**src/rtl/result_select_stage_pkg.sv**
```systemverilog
// Shared definitions for the EX result-select stage.
// Holds the R-type funct codes the stage decodes, the default datapath and
// funct widths, the result-source enum used by the output mux and the
// state encoding of the sequential multiplier.
package result_select_stage_pkg;

    localparam int DEF_WIDTH   = 32;
    localparam int DEF_FUNCT_W = 6;

    localparam logic [5:0] FN_SLL   = 6'h00;
    localparam logic [5:0] FN_MFHI  = 6'h10;
    localparam logic [5:0] FN_MFLO  = 6'h12;
    localparam logic [5:0] FN_MULTU = 6'h19;
    localparam logic [5:0] FN_ADD   = 6'h20;
    localparam logic [5:0] FN_SUB   = 6'h22;
    localparam logic [5:0] FN_AND   = 6'h24;
    localparam logic [5:0] FN_OR    = 6'h25;
    localparam logic [5:0] FN_SLT   = 6'h2A;

    // Where the registered result comes from. SRC_ZERO also means "no GPR write".
    typedef enum logic [2:0] {
        SRC_ALU,
        SRC_SHIFT,
        SRC_HI,
        SRC_LO,
        SRC_ZERO
    } src_e;

    typedef enum logic {
        MUL_IDLE,
        MUL_RUN
    } mul_state_e;

endpackage

```
**src/rtl/result_select_stage_if.sv**
```systemverilog
// Handshake bundle between the EX datapath, the result-select stage and the
// EX/MEM register.
//   in side : in_valid/in_ready, funct, alu_out, shift_out, src_a, src_b
//   out side: out_valid/out_ready, data_out, out_wen
// slave  - the result-select stage (consumes ops, produces results)
// master - the surrounding pipeline (issues ops, consumes results)
interface result_select_stage_if
    import result_select_stage_pkg::*;
#(
    parameter int WIDTH   = DEF_WIDTH,
    parameter int FUNCT_W = DEF_FUNCT_W
);
    logic               in_valid;
    logic               in_ready;
    logic [FUNCT_W-1:0] funct;
    logic [WIDTH-1:0]   alu_out;
    logic [WIDTH-1:0]   shift_out;
    logic [WIDTH-1:0]   src_a;
    logic [WIDTH-1:0]   src_b;

    logic               out_valid;
    logic               out_ready;
    logic [WIDTH-1:0]   data_out;
    logic               out_wen;

    modport master (
        output in_valid, funct, alu_out, shift_out, src_a, src_b, out_ready,
        input  in_ready, out_valid, data_out, out_wen
    );

    modport slave (
        input  in_valid, funct, alu_out, shift_out, src_a, src_b, out_ready,
        output in_ready, out_valid, data_out, out_wen
    );
endinterface

```
**src/rtl/result_select_stage_multu_seq.sv**
```systemverilog
// multu_seq: unsigned shift-add multiplier, one multiplier bit per cycle.
//   start   in   load a/b and begin (ignored while busy)
//   a, b    in   unsigned operands, WIDTH bits
//   busy    out  multiply in progress (registered)
//   done    out  high during the last RUN cycle; product is valid then
//   product out  full 2*WIDTH-bit result, meaningful while done is high
// The product is presented combinationally in the final cycle so the owner
// can capture it on the same edge that drops busy.
module multu_seq
    import result_select_stage_pkg::*;
#(
    parameter int WIDTH = DEF_WIDTH
) (
    input  logic               clk,
    input  logic               rst_n,
    input  logic               start,
    input  logic [WIDTH-1:0]   a,
    input  logic [WIDTH-1:0]   b,
    output logic               busy,
    output logic               done,
    output logic [2*WIDTH-1:0] product
);
    localparam int              CNT_W = $clog2(WIDTH + 1);
    localparam logic [CNT_W-1:0] LAST = CNT_W'(WIDTH - 1);

    mul_state_e         state;
    logic [CNT_W-1:0]   cnt;
    logic [2*WIDTH-1:0] acc;
    logic [2*WIDTH-1:0] mcand;
    logic [WIDTH-1:0]   mplier;
    logic [2*WIDTH-1:0] acc_next;

    // NOTE: every signal assigned in always_comb gets a value first on all
    // paths; a missing default would infer a latch.
    always_comb begin
        acc_next = acc;
        if (mplier[0]) begin
            acc_next = acc + mcand;
        end
    end

    assign busy    = (state == MUL_RUN);
    assign done    = (state == MUL_RUN) && (cnt == LAST);
    assign product = acc_next;

    // NOTE: clocked state uses non-blocking assignments so every register
    // samples the pre-edge values, independent of statement order.
    always_ff @(posedge clk or negedge rst_n) begin
        if (!rst_n) begin
            state  <= MUL_IDLE;
            cnt    <= '0;
            acc    <= '0;
            mcand  <= '0;
            mplier <= '0;
        end else begin
            case (state)
                MUL_IDLE: begin
                    if (start) begin
                        acc    <= '0;
                        mcand  <= {{WIDTH{1'b0}}, a};
                        mplier <= b;
                        cnt    <= '0;
                        state  <= MUL_RUN;
                    end
                end
                MUL_RUN: begin
                    acc    <= acc_next;
                    mcand  <= mcand << 1;
                    mplier <= mplier >> 1;
                    cnt    <= cnt + CNT_W'(1);
                    if (cnt == LAST) begin
                        state <= MUL_IDLE;
                    end
                end
                default: state <= MUL_IDLE;
            endcase
        end
    end
endmodule

```
**src/rtl/result_select_stage.sv**
```systemverilog
// result_select_stage: registered EX result mux with valid/ready handshake.
// Selects the EX result by funct into a one-entry output register, owns the
// HI/LO pair and a sequential MULTU so ordinary ops keep flowing while a
// multiply runs.
//   clk, rst_n  clock / asynchronous active-low reset
//   bus         slave side of result_select_stage_if (in/out handshakes)
//   hi_out      current HI
//   lo_out      current LO
//   mul_busy    multiply in progress
module result_select_stage
    import result_select_stage_pkg::*;
#(
    parameter int WIDTH   = DEF_WIDTH,
    parameter int FUNCT_W = DEF_FUNCT_W
) (
    input  logic                 clk,
    input  logic                 rst_n,
    result_select_stage_if.slave bus,
    output logic [WIDTH-1:0]     hi_out,
    output logic [WIDTH-1:0]     lo_out,
    output logic                 mul_busy
);
    src_e               sel_src;
    logic [WIDTH-1:0]   sel_data;
    logic               sel_wen;
    logic               mul_class;
    logic               slot_free;
    logic               accept;
    logic               mul_start;
    logic               mul_done;
    logic [2*WIDTH-1:0] mul_product;

    logic               out_valid_q;
    logic [WIDTH-1:0]   data_q;
    logic               wen_q;
    logic [WIDTH-1:0]   hi_q;
    logic [WIDTH-1:0]   lo_q;

    always_comb begin
        sel_src = SRC_ZERO;
        case (bus.funct)
            FUNCT_W'(FN_AND),
            FUNCT_W'(FN_OR),
            FUNCT_W'(FN_ADD),
            FUNCT_W'(FN_SUB),
            FUNCT_W'(FN_SLT):  sel_src = SRC_ALU;
            FUNCT_W'(FN_SLL):  sel_src = SRC_SHIFT;
            FUNCT_W'(FN_MFHI): sel_src = SRC_HI;
            FUNCT_W'(FN_MFLO): sel_src = SRC_LO;
            default:           sel_src = SRC_ZERO;
        endcase
    end

    always_comb begin
        sel_data = '0;
        case (sel_src)
            SRC_ALU:   sel_data = bus.alu_out;
            SRC_SHIFT: sel_data = bus.shift_out;
            SRC_HI:    sel_data = hi_q;
            SRC_LO:    sel_data = lo_q;
            default:   sel_data = '0;
        endcase
    end

    assign sel_wen   = (sel_src != SRC_ZERO);

    // Only ops that touch the multiplier or HI/LO wait for it; everything
    // else bypasses a running multiply.
    assign mul_class = (bus.funct == FUNCT_W'(FN_MULTU)) ||
                       (bus.funct == FUNCT_W'(FN_MFHI))  ||
                       (bus.funct == FUNCT_W'(FN_MFLO));

    assign slot_free    = !out_valid_q || bus.out_ready;
    assign bus.in_ready = slot_free && !(mul_busy && mul_class);
    assign accept       = bus.in_valid && bus.in_ready;
    assign mul_start    = accept && (bus.funct == FUNCT_W'(FN_MULTU));

    multu_seq #(.WIDTH(WIDTH)) u_multu (
        .clk     (clk),
        .rst_n   (rst_n),
        .start   (mul_start),
        .a       (bus.src_a),
        .b       (bus.src_b),
        .busy    (mul_busy),
        .done    (mul_done),
        .product (mul_product)
    );

    always_ff @(posedge clk or negedge rst_n) begin
        if (!rst_n) begin
            out_valid_q <= 1'b0;
            data_q      <= '0;
            wen_q       <= 1'b0;
            hi_q        <= '0;
            lo_q        <= '0;
        end else begin
            // Drain and refill can happen on the same edge; payload only
            // changes on accept so a stalled result stays stable.
            if (slot_free) begin
                out_valid_q <= accept;
                if (accept) begin
                    data_q <= sel_data;
                    wen_q  <= sel_wen;
                end
            end
            if (mul_done) begin
                {hi_q, lo_q} <= mul_product;
            end
        end
    end

    assign bus.out_valid = out_valid_q;
    assign bus.data_out  = data_q;
    assign bus.out_wen   = wen_q;
    assign hi_out        = hi_q;
    assign lo_out        = lo_q;
endmodule

```
**src/flat_wrapper.sv**
```systemverilog
// flat-port wrapper written by rule: the top's interface ports become plain ports
module result_select_stage_flat import result_select_stage_pkg::*;
#(
    parameter int WIDTH   = DEF_WIDTH,
    parameter int FUNCT_W = DEF_FUNCT_W
)
  (clk, rst_n, hi_out, lo_out, mul_busy, bus_in_valid, bus_funct, bus_alu_out, bus_shift_out, bus_src_a, bus_src_b, bus_out_ready, bus_in_ready, bus_out_valid, bus_data_out, bus_out_wen);
  result_select_stage_if #(.WIDTH(WIDTH), .FUNCT_W(FUNCT_W)) bus_i ();
  input  logic clk;
  input  logic rst_n;
  output logic [WIDTH-1:0] hi_out;
  output logic [WIDTH-1:0] lo_out;
  output logic mul_busy;
  input wire logic [$bits(bus_i.in_valid)-1:0] bus_in_valid;
  input wire logic [$bits(bus_i.funct)-1:0] bus_funct;
  input wire logic [$bits(bus_i.alu_out)-1:0] bus_alu_out;
  input wire logic [$bits(bus_i.shift_out)-1:0] bus_shift_out;
  input wire logic [$bits(bus_i.src_a)-1:0] bus_src_a;
  input wire logic [$bits(bus_i.src_b)-1:0] bus_src_b;
  input wire logic [$bits(bus_i.out_ready)-1:0] bus_out_ready;
  output wire logic [$bits(bus_i.in_ready)-1:0] bus_in_ready;
  output wire logic [$bits(bus_i.out_valid)-1:0] bus_out_valid;
  output wire logic [$bits(bus_i.data_out)-1:0] bus_data_out;
  output wire logic [$bits(bus_i.out_wen)-1:0] bus_out_wen;
  assign bus_i.in_valid = bus_in_valid;
  assign bus_i.funct = bus_funct;
  assign bus_i.alu_out = bus_alu_out;
  assign bus_i.shift_out = bus_shift_out;
  assign bus_i.src_a = bus_src_a;
  assign bus_i.src_b = bus_src_b;
  assign bus_i.out_ready = bus_out_ready;
  assign bus_in_ready = bus_i.in_ready;
  assign bus_out_valid = bus_i.out_valid;
  assign bus_data_out = bus_i.data_out;
  assign bus_out_wen = bus_i.out_wen;
  result_select_stage #(.WIDTH(WIDTH), .FUNCT_W(FUNCT_W)) u_core (.clk(clk), .rst_n(rst_n), .bus(bus_i), .hi_out(hi_out), .lo_out(lo_out), .mul_busy(mul_busy));
endmodule
```
**config.mk**
```make
export PLATFORM = sky130hd
export DESIGN_NAME = result_select_stage_flat
export DESIGN_NICKNAME = d
export VERILOG_FILES = /design/src/rtl/result_select_stage_pkg.sv /design/src/rtl/result_select_stage_if.sv /design/src/rtl/result_select_stage_multu_seq.sv /design/src/rtl/result_select_stage.sv /design/src/flat_wrapper.sv
export SDC_FILE = /design/constraint.sdc
export NUM_CORES = 1
export LEC_CHECK = 0
export BUFFER_PORTS_ARGS = -buffer_cell sky130_fd_sc_hd__buf_2
export CAP_MARGIN = 20
export CORE_MARGIN = 4
export CORE_UTILIZATION = 47
export CTS_BUF_LIST = sky130_fd_sc_hd__clkbuf_4 sky130_fd_sc_hd__clkbuf_8
export DETAILED_ROUTE_END_ITERATION = 10
export HOLD_SLACK_MARGIN = 0.06
export PLACE_DENSITY = 0.71
export SETUP_SLACK_MARGIN = 0.1
export SLEW_MARGIN = 30
export SYNTH_ARGS = -nofsm -noshare
export SYNTH_HDL_FRONTEND = slang
export SYNTH_SLANG_ARGS = --single-unit
```
**constraint.sdc**
```tcl
create_clock -name clk -period 7.95 [get_ports clk]
set_clock_uncertainty 0.2 [all_clocks]
set_input_delay 1.1925 -clock clk [delete_from_list [all_inputs] [get_ports clk]]
set_output_delay 1.1925 -clock clk [all_outputs]
set_load 0.1 [all_outputs]
```
==> results of run 1 <==
-- how the worst min path moves through the flow --
| stage | from | endpoint | slack (ns) | cells after the start |
|---|---|---|---|---|
| 2_1_floorplan | u_core.u_multu.mplier[10] | u_core.u_multu.mplier[10] | 0.27 | 2 |
| 3_3_place_gp | u_core.bus.data_out[11] | u_core.bus.data_out[11] | 0.26 | 2 |
| 3_5_place_dp | u_core.bus.data_out[29] | u_core.bus.data_out[29] | 0.27 | 2 |
| 4_1_cts | u_core.bus.data_out[27] | u_core.bus.data_out[27] | 0.28 | 2 |
| 5_1_grt | u_core.bus.data_out[25] | u_core.bus.data_out[25] | 0.30 | 2 |
| 6_report | u_core.bus.data_out[15] | u_core.bus.data_out[15] | 0.27 | 2 |
-- tightest hold or removal path: stages, from the launching register on --
cell and delay, ns:
dfrtp_1 0.33, nand2_1 0.04, o21ai_0 0.06
-- sequential cells by signal (all words and copies together), names as in the netlist --
signal and count:
u_core.u_multu.cnt 6, u_core.u_multu.busy 1, u_core.u_multu.acc 64, u_core.bus.data_out 32, u_core.lo_out 32, u_core.bus.out_valid 1, u_core.hi_out 32, u_core.u_multu.mplier 32
u_core.bus.out_wen 1, u_core.u_multu.mcand 64
-- metal layers --
metal  part of all wire, %  vias up  wire [um]
met3                   8.2      113       4050
met2                    45      577      22400
met1                    41     6716      20500
met5                 0.026        -         13
li1                      -     6625          -
met4                   5.3        2       2630
-- cell usage after synthesis (5+ instances only) --
library cell  instances
nand2_1             279
dfrtp_1             265
o21ai_0             203
nor2_1              173
a21oi_1              94
clkbuf_1             90
o22ai_1              72
ha_1                 64
nand3_1              51
mux2_2               45
mux2i_1              42
xnor2_1              38
a21o_1               37
a222oi_1             32
xor2_1               26
buf_1                19
nand4_1              18
and3_1               17
inv_1                17
o21bai_1             13
a31oi_1              12
nor3_1               11
nand2b_1             10
o21a_1                8
nor2b_1               7
a21boi_0              6
a41oi_1               5
and3_2                5
nor3b_1               5
-- kinds of logic after synthesis --
family                     Yosys count  share of synthesized area [%]
AOI/OAI and AO/OA                  523                           21.0
xor gates and xnor gates            64                           3.66
adders and majority gates           65                           5.36
buffers and inverters              134                           3.61
DFF                                265                           43.3
muxes                               87                           6.06
and+or+nand+nor                    598                           16.9
-- report_power, final --
part,total (W),switching (W),internal (W)
clock network,0.00139,0.000576,0.000812
registers,0.00221,0.000431,0.00178
logic,0.00457,0.00297,0.00161
total,0.00817,0.00397,0.00420
-- stage by stage --
stage                     cells  area, um2
after CTS                  2388      17800
final                      2390      17800
after global placement     2305      16700
after floorplan            1736      15300
after global routing       2389      17800
after detailed placement   2305      16700
-- cell type report --
class / count / area, um2 / area share [%]
diodes: 1 / 2.50 / 0.0141
clock buffers: 75 / 938 / 5.27
clock inverters: 8 / 101 / 0.569
inverters: 18 / 70.1 / 0.394
multi-input cells: 1337 / 8180 / 45.9
flip-flops and latches: 265 / 6630 / 37.3
well taps: 435 / 544 / 3.06
repair buffers: 251 / 1340 / 7.51
==> results.yml, run 1 <==
outcome:
  status: "completed"
sta:
  fin_tns_setup_ns: 0
  timing.final.setup_violations: 0
  setup_ws_ns: 3.55
  worst_slew_pin_slew_ns: 0.943
  report.final.slew_viol_count: 0
  timing.fmax_mhz: 227
  fin_crit_ns: 4.40
  min_period_over_period_pct: 55.3
  maxSlewHeadroom_pct: 37.1
  hold-worst-slack_ns: 0.275
  finalHoldViolations: 0
  rsz_0062_raised_after_global_routing: "no"
die:
  die_outline_area_mm2: 0.0355
  floorplan.core_area_mm2: 0.0318
  die-height_um: 188
  std_cell_rows: 65
  boundaryPins: 238
  initial_core_util_pct: 48.1
  die_w_um: 188
power_and_ir_drop:
  total_power_w: 0.00817
  standby_leakage_power_nw: 8.60
  cellPowerDensity_mw_per_mm2: 459
  peakVddDrop_mv: 0.181
critical_path:
  critical_path_depth: 12
  setup.worst_path.start_class: "primary input"
  critPathMaxStageDelay_ns: 0.73
  startpoint: "bus_funct[1]"
  slowest_stage: "or3_4"
  critical_path.cell_chain: "buf_2 > buf_4 > nor2b_1 > nand2_1 > o21ai_0 > a31oi_1 > nand2_4 > or3_4 > buf_6 > and3_1 > a21oi_1 > o21ai_0"
  worst_setup_path_end_kind: "flop"
  critical_path_class: "in2reg"
  worst_r2r_path_depth: 14
  worstPathMaxFanout: 92
  crit_path_end: "u_core.u_multu.acc[52]"
  required_arrival_time_at_the_worst_endpoint_ns: 8.19
  cp.buffers_inverters: 3
  reg2reg_slack_ns: 3.66
  reg2reg_from: "u_core.u_multu.mcand[0]"
  timing.critical_path.max_delay_family: "simple AND/OR/NAND/NOR gates"
  crit_arrival_ns: 4.64
  regToRegEndpoint: "u_core.u_multu.acc[60]"
  worst_path_most_repeated_cell: "o21ai_0"
routing:
  drt.antenna.violating_nets: 0
  via_count: 14000
  drt-initial-drc-count: 1331
  route.detailed.drc: 0
  routed_via_density: 5.87
  wirelength_mm: 49.6
  drt-pass1-iter-count: 7
  avgRoutedWirePerCell_um: 20.8
clocking:
  cts-root-to-sink-buffers: 3
  root_buffer: "clkbuf_8"
  postCtsSetupBuffers: 0
  path_clk_slew_ns: 0.06
  post_cts.resized_instances: 0
  cts.sinks: 265
  cts-buffers-inserted: 46
  htreeDepth: 2
  clock_latency_ns: 0.58
  cts_tree: "done"
  hold_buffers: 0
logic_synthesis:
  cell_type_contributing_the_most_total_cell_area_after_synthesis: "dfrtp_1"
  synth-edff-count: 0
  synthFlopType: "dfrtp_1"
  syn_nets: 1939
  postSynthCellCount: 1736
  synth_async_sr_flop_share_pct: 100
  synthesis.area_mm2: 0.0153
  synth_seq_cells: 265
  yosys.cell_types.count: 71
  synth.top_cells.by_area: "dfrtp_1 (43%), nand2_1 (6.8%), o21ai_0 (6.6%)"
  synthesis.yosys.warnings: 0
  area_fraction_of_the_dominant_cell_type_after_synthesis_pct: 43.3
  syn_area_per_cell_um2: 8.81
  seq_area_frac_synth_pct: 43.3
grt:
  met3_global_route_usage_pct: 5.84
  top_usage_layer: "met2"
  grt.met2_usage_pct: 42.5
  gr-usage-met1_pct: 35.4
  grt_pass1_wl_mm: 76.6
  grt_pass1_vias: 13500
  grt.total_usage_pct: 26.9
  grt_max_degree: 178
  grt_remaining_overflow: 0
  initial_antenna_violation_count: 2
final_layout:
  finish.net_count: 2122
  most_frequent_cells_in_the_layout: "nand2_1 (277), dfrtp_1 (263), buf_2 (236), o21ai_0 (203), nor2_1 (172)"
  layout.cells.most_common: "nand2_1"
  finalCoreUtilization_pct: 56.0
  layout.filler_cells: 2893
  layout-area-overhead-vs-synth_pct: 16.4
  post_route_cells_drive_above_1_share_pct: 21.1
placement:
  dp_hpwl_mm: 36.2
  placement.setup.worst_slack_ns: 2.64
  gpl.final_weighted_congestion: 0.917
  number_of_buffers_inserted_by_port_buffering: 237
flow_run:
  cap_viol_max_count: 0
hold_path:
  hold_path_class: "reg2reg"
(Power assumes the default switching activity.)
==> inputs of run 2 (changes only) <==
ABC_AREA = 1   (was not set)
PLACE_DENSITY = 0.7   (was 0.71)
clock period = 4.45 ns   (was 7.95 ns; I/O delays follow)
==> run 2 against run 1 <==
Effect of this change: combinational power grew 150%; clock power grew 89%; final area grew 13%; non-clock buffer count grew 17; via count grew 27%; setup slack lost 2.2 ns; first-iteration DRC count grew 23%; area after synthesis grew 13%; routed wire length grew 30%; die area grew 13%; largest power group unchanged.
==> results.yml, run 2 <==
logic_synthesis:
  synth.top_cells.by_area: "dfrtp_1 (38%), nand2_1 (20%), inv_1 (9.4%)"
  postSynthCellCount: 2594
  synth_async_sr_flop_share_pct: 100
  synthesis.yosys.warnings: 0
  area_fraction_of_the_dominant_cell_type_after_synthesis_pct: 38.2
  seq_area_frac_synth_pct: 38.2
  synthFlopType: "dfrtp_1"
  yosys-top-cells-count: "nand2_1 (927), inv_1 (433), dfrtp_1 (265), nor2_1 (194), nand3_1 (172)"
  synth-edff-count: 0
  cell_type_contributing_the_most_total_cell_area_after_synthesis: "dfrtp_1"
  syn_nets: 2797
  synth_seq_cells: 265
  synth_most_common_cell: "nand2_1"
  synthesis.area_mm2: 0.0173
  syn_area_per_cell_um2: 6.69
  yosys.cell_types.count: 35
final_layout:
  fin_cells: 3328
  regArea_mm2: 0.00663
  layout-area-overhead-vs-synth_pct: 16.4
  finish.net_count: 3027
  layout.filler_cells: 3634
  num_antenna_cells: 0
  layout.cells.most_common: "nand2_1"
  post_route_cells_drive_above_1_share_pct: 13.8
  most_frequent_cells_in_the_layout: "nand2_1 (927), inv_1 (429), dfrtp_1 (263), buf_2 (236), nor2_1 (194)"
  cell_area_after_layout_mm2: 0.0202
  multi_input_gate_area_mm2: 0.00870
  largest_registers: "u_core.u_multu.acc (64), u_core.u_multu.mcand (64)"
clocking:
  htreeDepth: 2
  clock_latency_ns: 0.63
  root_buffer: "clkbuf_8"
  path_clk_slew_ns: 0.06
  hold_buffers: 16
  cts-buffers-inserted: 48
  postCtsSetupBuffers: 0
  cts.sinks: 265
  cts-root-to-sink-buffers: 3
  cts_tree: "done"
  post_cts.resized_instances: 0
die:
  boundaryPins: 238
  std_cell_rows: 70
  die_outline_area_mm2: 0.0400
  initial_core_util_pct: 47.5
  floorplan.core_area_mm2: 0.0365
  die-height_um: 200
  die_w_um: 200
sta:
  timing.fmax_mhz: 327
  maxSlewHeadroom_pct: 36.5
  rsz_0062_raised_after_global_routing: "no"
  min_period_over_period_pct: 68.8
  finalHoldViolations: 0
  fin_crit_ns: 3.06
  timing.final.setup_violations: 0
  worst_slew_pin_slew_ns: 0.952
  fin_tns_setup_ns: 0
  report.final.slew_viol_count: 0
routing:
  drt-pass1-iter-count: 6
  drt-initial-drc-count: 1633
  avgRoutedWirePerCell_um: 19.3
  routed_via_density: 5.35
  via_count: 17800
  drt.antenna.violating_nets: 0
  route.detailed.drc: 0
  wirelength_mm: 64.3
grt:
  grt_pass1_vias: 17000
  grt_pass1_wl_mm: 96.7
  initial_antenna_violation_count: 2
  grt_remaining_overflow: 0
  grt.total_usage_pct: 31.4
  grt_max_degree: 104
flow_run:
  cap_viol_max_count: 0
power_and_ir_drop:
  peakVddDrop_mv: 0.366
  cellPowerDensity_mw_per_mm2: 910
  standby_leakage_power_nw: 11.4
critical_path:
  required_arrival_time_at_the_worst_endpoint_ns: 4.74
  worstPathMaxFanout: 4
  reg2reg_from: "u_core.u_multu.acc[7]"
  worst_r2r_path_depth: 12
  regToRegEndpoint: "u_core.hi_out[19]"
  crit_path_end: "u_core.hi_out[19]"
  setup.worst_path.start_class: "flop"
  crit_arrival_ns: 3.35
  startpoint: "u_core.u_multu.acc[7]"
  critical_path_class: "reg2reg"
  reg2reg_slack_ns: 1.39
  worst_setup_path_end_kind: "flop"
placement:
  gpl.final_weighted_congestion: 1.01
  dp_hpwl_mm: 49.3
  place.detailed.instances: 3225
  placed_cell_area_mm2: 0.0189
  number_of_buffers_inserted_by_port_buffering: 237
hold_path:
  hold_path_class: "in2reg"
outcome:
  status: "completed"
## run 2: cell types whose count changed after synthesis, moves of 27 or more
cell | before | now
or2_2 | 0 | 34
inv_1 | 17 | 433
buf_2 | 2 | 29
o21ai_0 | 203 | 66
nand2_1 | 279 | 927
mux2_2 | 45 | 0
nand3_1 | 51 | 172
clkbuf_1 | 90 | 50
mux2i_1 | 42 | 0
a222oi_1 | 32 | 0
o21ai_1 | 2 | 48
a21o_1 | 37 | 0
a221oi_1 | 2 | 29
## run 2: worst max-delay path: stages (launching register included)
cell	delay, ns
dfrtp_1	0.43
ha_1	0.42
nand2_1	0.16
nor2_1	0.26
nand2_1	0.09
nor2_1	0.10
nand2_1	0.06
nand3_1	0.22
nand2_1	0.15
nand4_1	0.10
nand3_1	0.27
nand3_1	0.39
nand2_1	0.08
## run 2: cells by family (layout without fill, tap and decap cells)
logic type	after synthesis	after routing	synth area share [%]
compound gates	347	347	12.3
xor+xnor	30	30	1.52
buf+inv	526	792	11.6
flops	265	265	38.2
simple gates	1361	1361	31.6
fa+ha+maj	65	65	4.73
## run 2: final cells by class
| class | instances | area share (%) |
|---|---|---|
| Multi-Input combinational cell | 1803 | 43.1 |
| Sequential cell | 265 | 32.9 |
| Clock inverter | 14 | 0.768 |
| Clock buffer | 72 | 4.66 |
| Tap cell | 468 | 2.90 |
| Inverter | 438 | 8.17 |
| Timing Repair Buffer | 268 | 7.55 |
## run 2: worst min-delay path by stage
stage	startpoint	to	slack, ns	cells past startpoint
after floorplan	rst_n	u_core.bus.data_out[0]	0.17	0
after global placement	u_core.bus.data_out[0]	u_core.bus.data_out[0]	0.26	2
after detailed placement	u_core.bus.data_out[17]	u_core.bus.data_out[17]	0.27	2
after CTS	bus_src_a[17]	u_core.u_multu.mcand[17]	0.06	3
after global routing	bus_src_a[19]	u_core.u_multu.mcand[19]	0.07	3
final	bus_src_a[17]	u_core.u_multu.mcand[17]	0.09	3
## run 2: where the power goes
| group | total (W) | leakage (nW) | internal (W) | switching, W |
|---|---|---|---|---|
| clock | 0.00263 | 0.585 | 0.00153 | 0.00110 |
| sequential | 0.00433 | 3.27 | 0.00335 | 0.000986 |
| combinational | 0.0114 | 7.59 | 0.00316 | 0.00825 |
## run 2: stage by stage
stage / power (W) / setup slack, ns / hold WS [ns] / utilization, %
6_report: 0.0184 / 1.39 / 0.0868 / 55.3
5_1_grt: 0.0198 / 1.23 / 0.0744 / 55.3
4_1_cts: 0.0182 / 1.51 / 0.0602 / 55.3
3_5_place_dp: 0.0155 / 1.35 / 0.273 / 51.8
3_3_place_gp: 0.0154 / 1.36 / 0.261 / 51.7
2_1_floorplan: 0.0123 / 1.22 / 0.172 / -
## run 2: per-layer routing
| layer | wire (um) | GRT usage (%) | vias to the layer above |
|---|---|---|---|
| li1 | - | - | 8647 |
| met1 | 28800 | 45.6 | 8265 |
| met3 | 6100 | 6.21 | 117 |
| met2 | 27100 | 47.4 | 772 |
| met5 | 30 | 0 | - |
| met4 | 2320 | 10.6 | 4 |
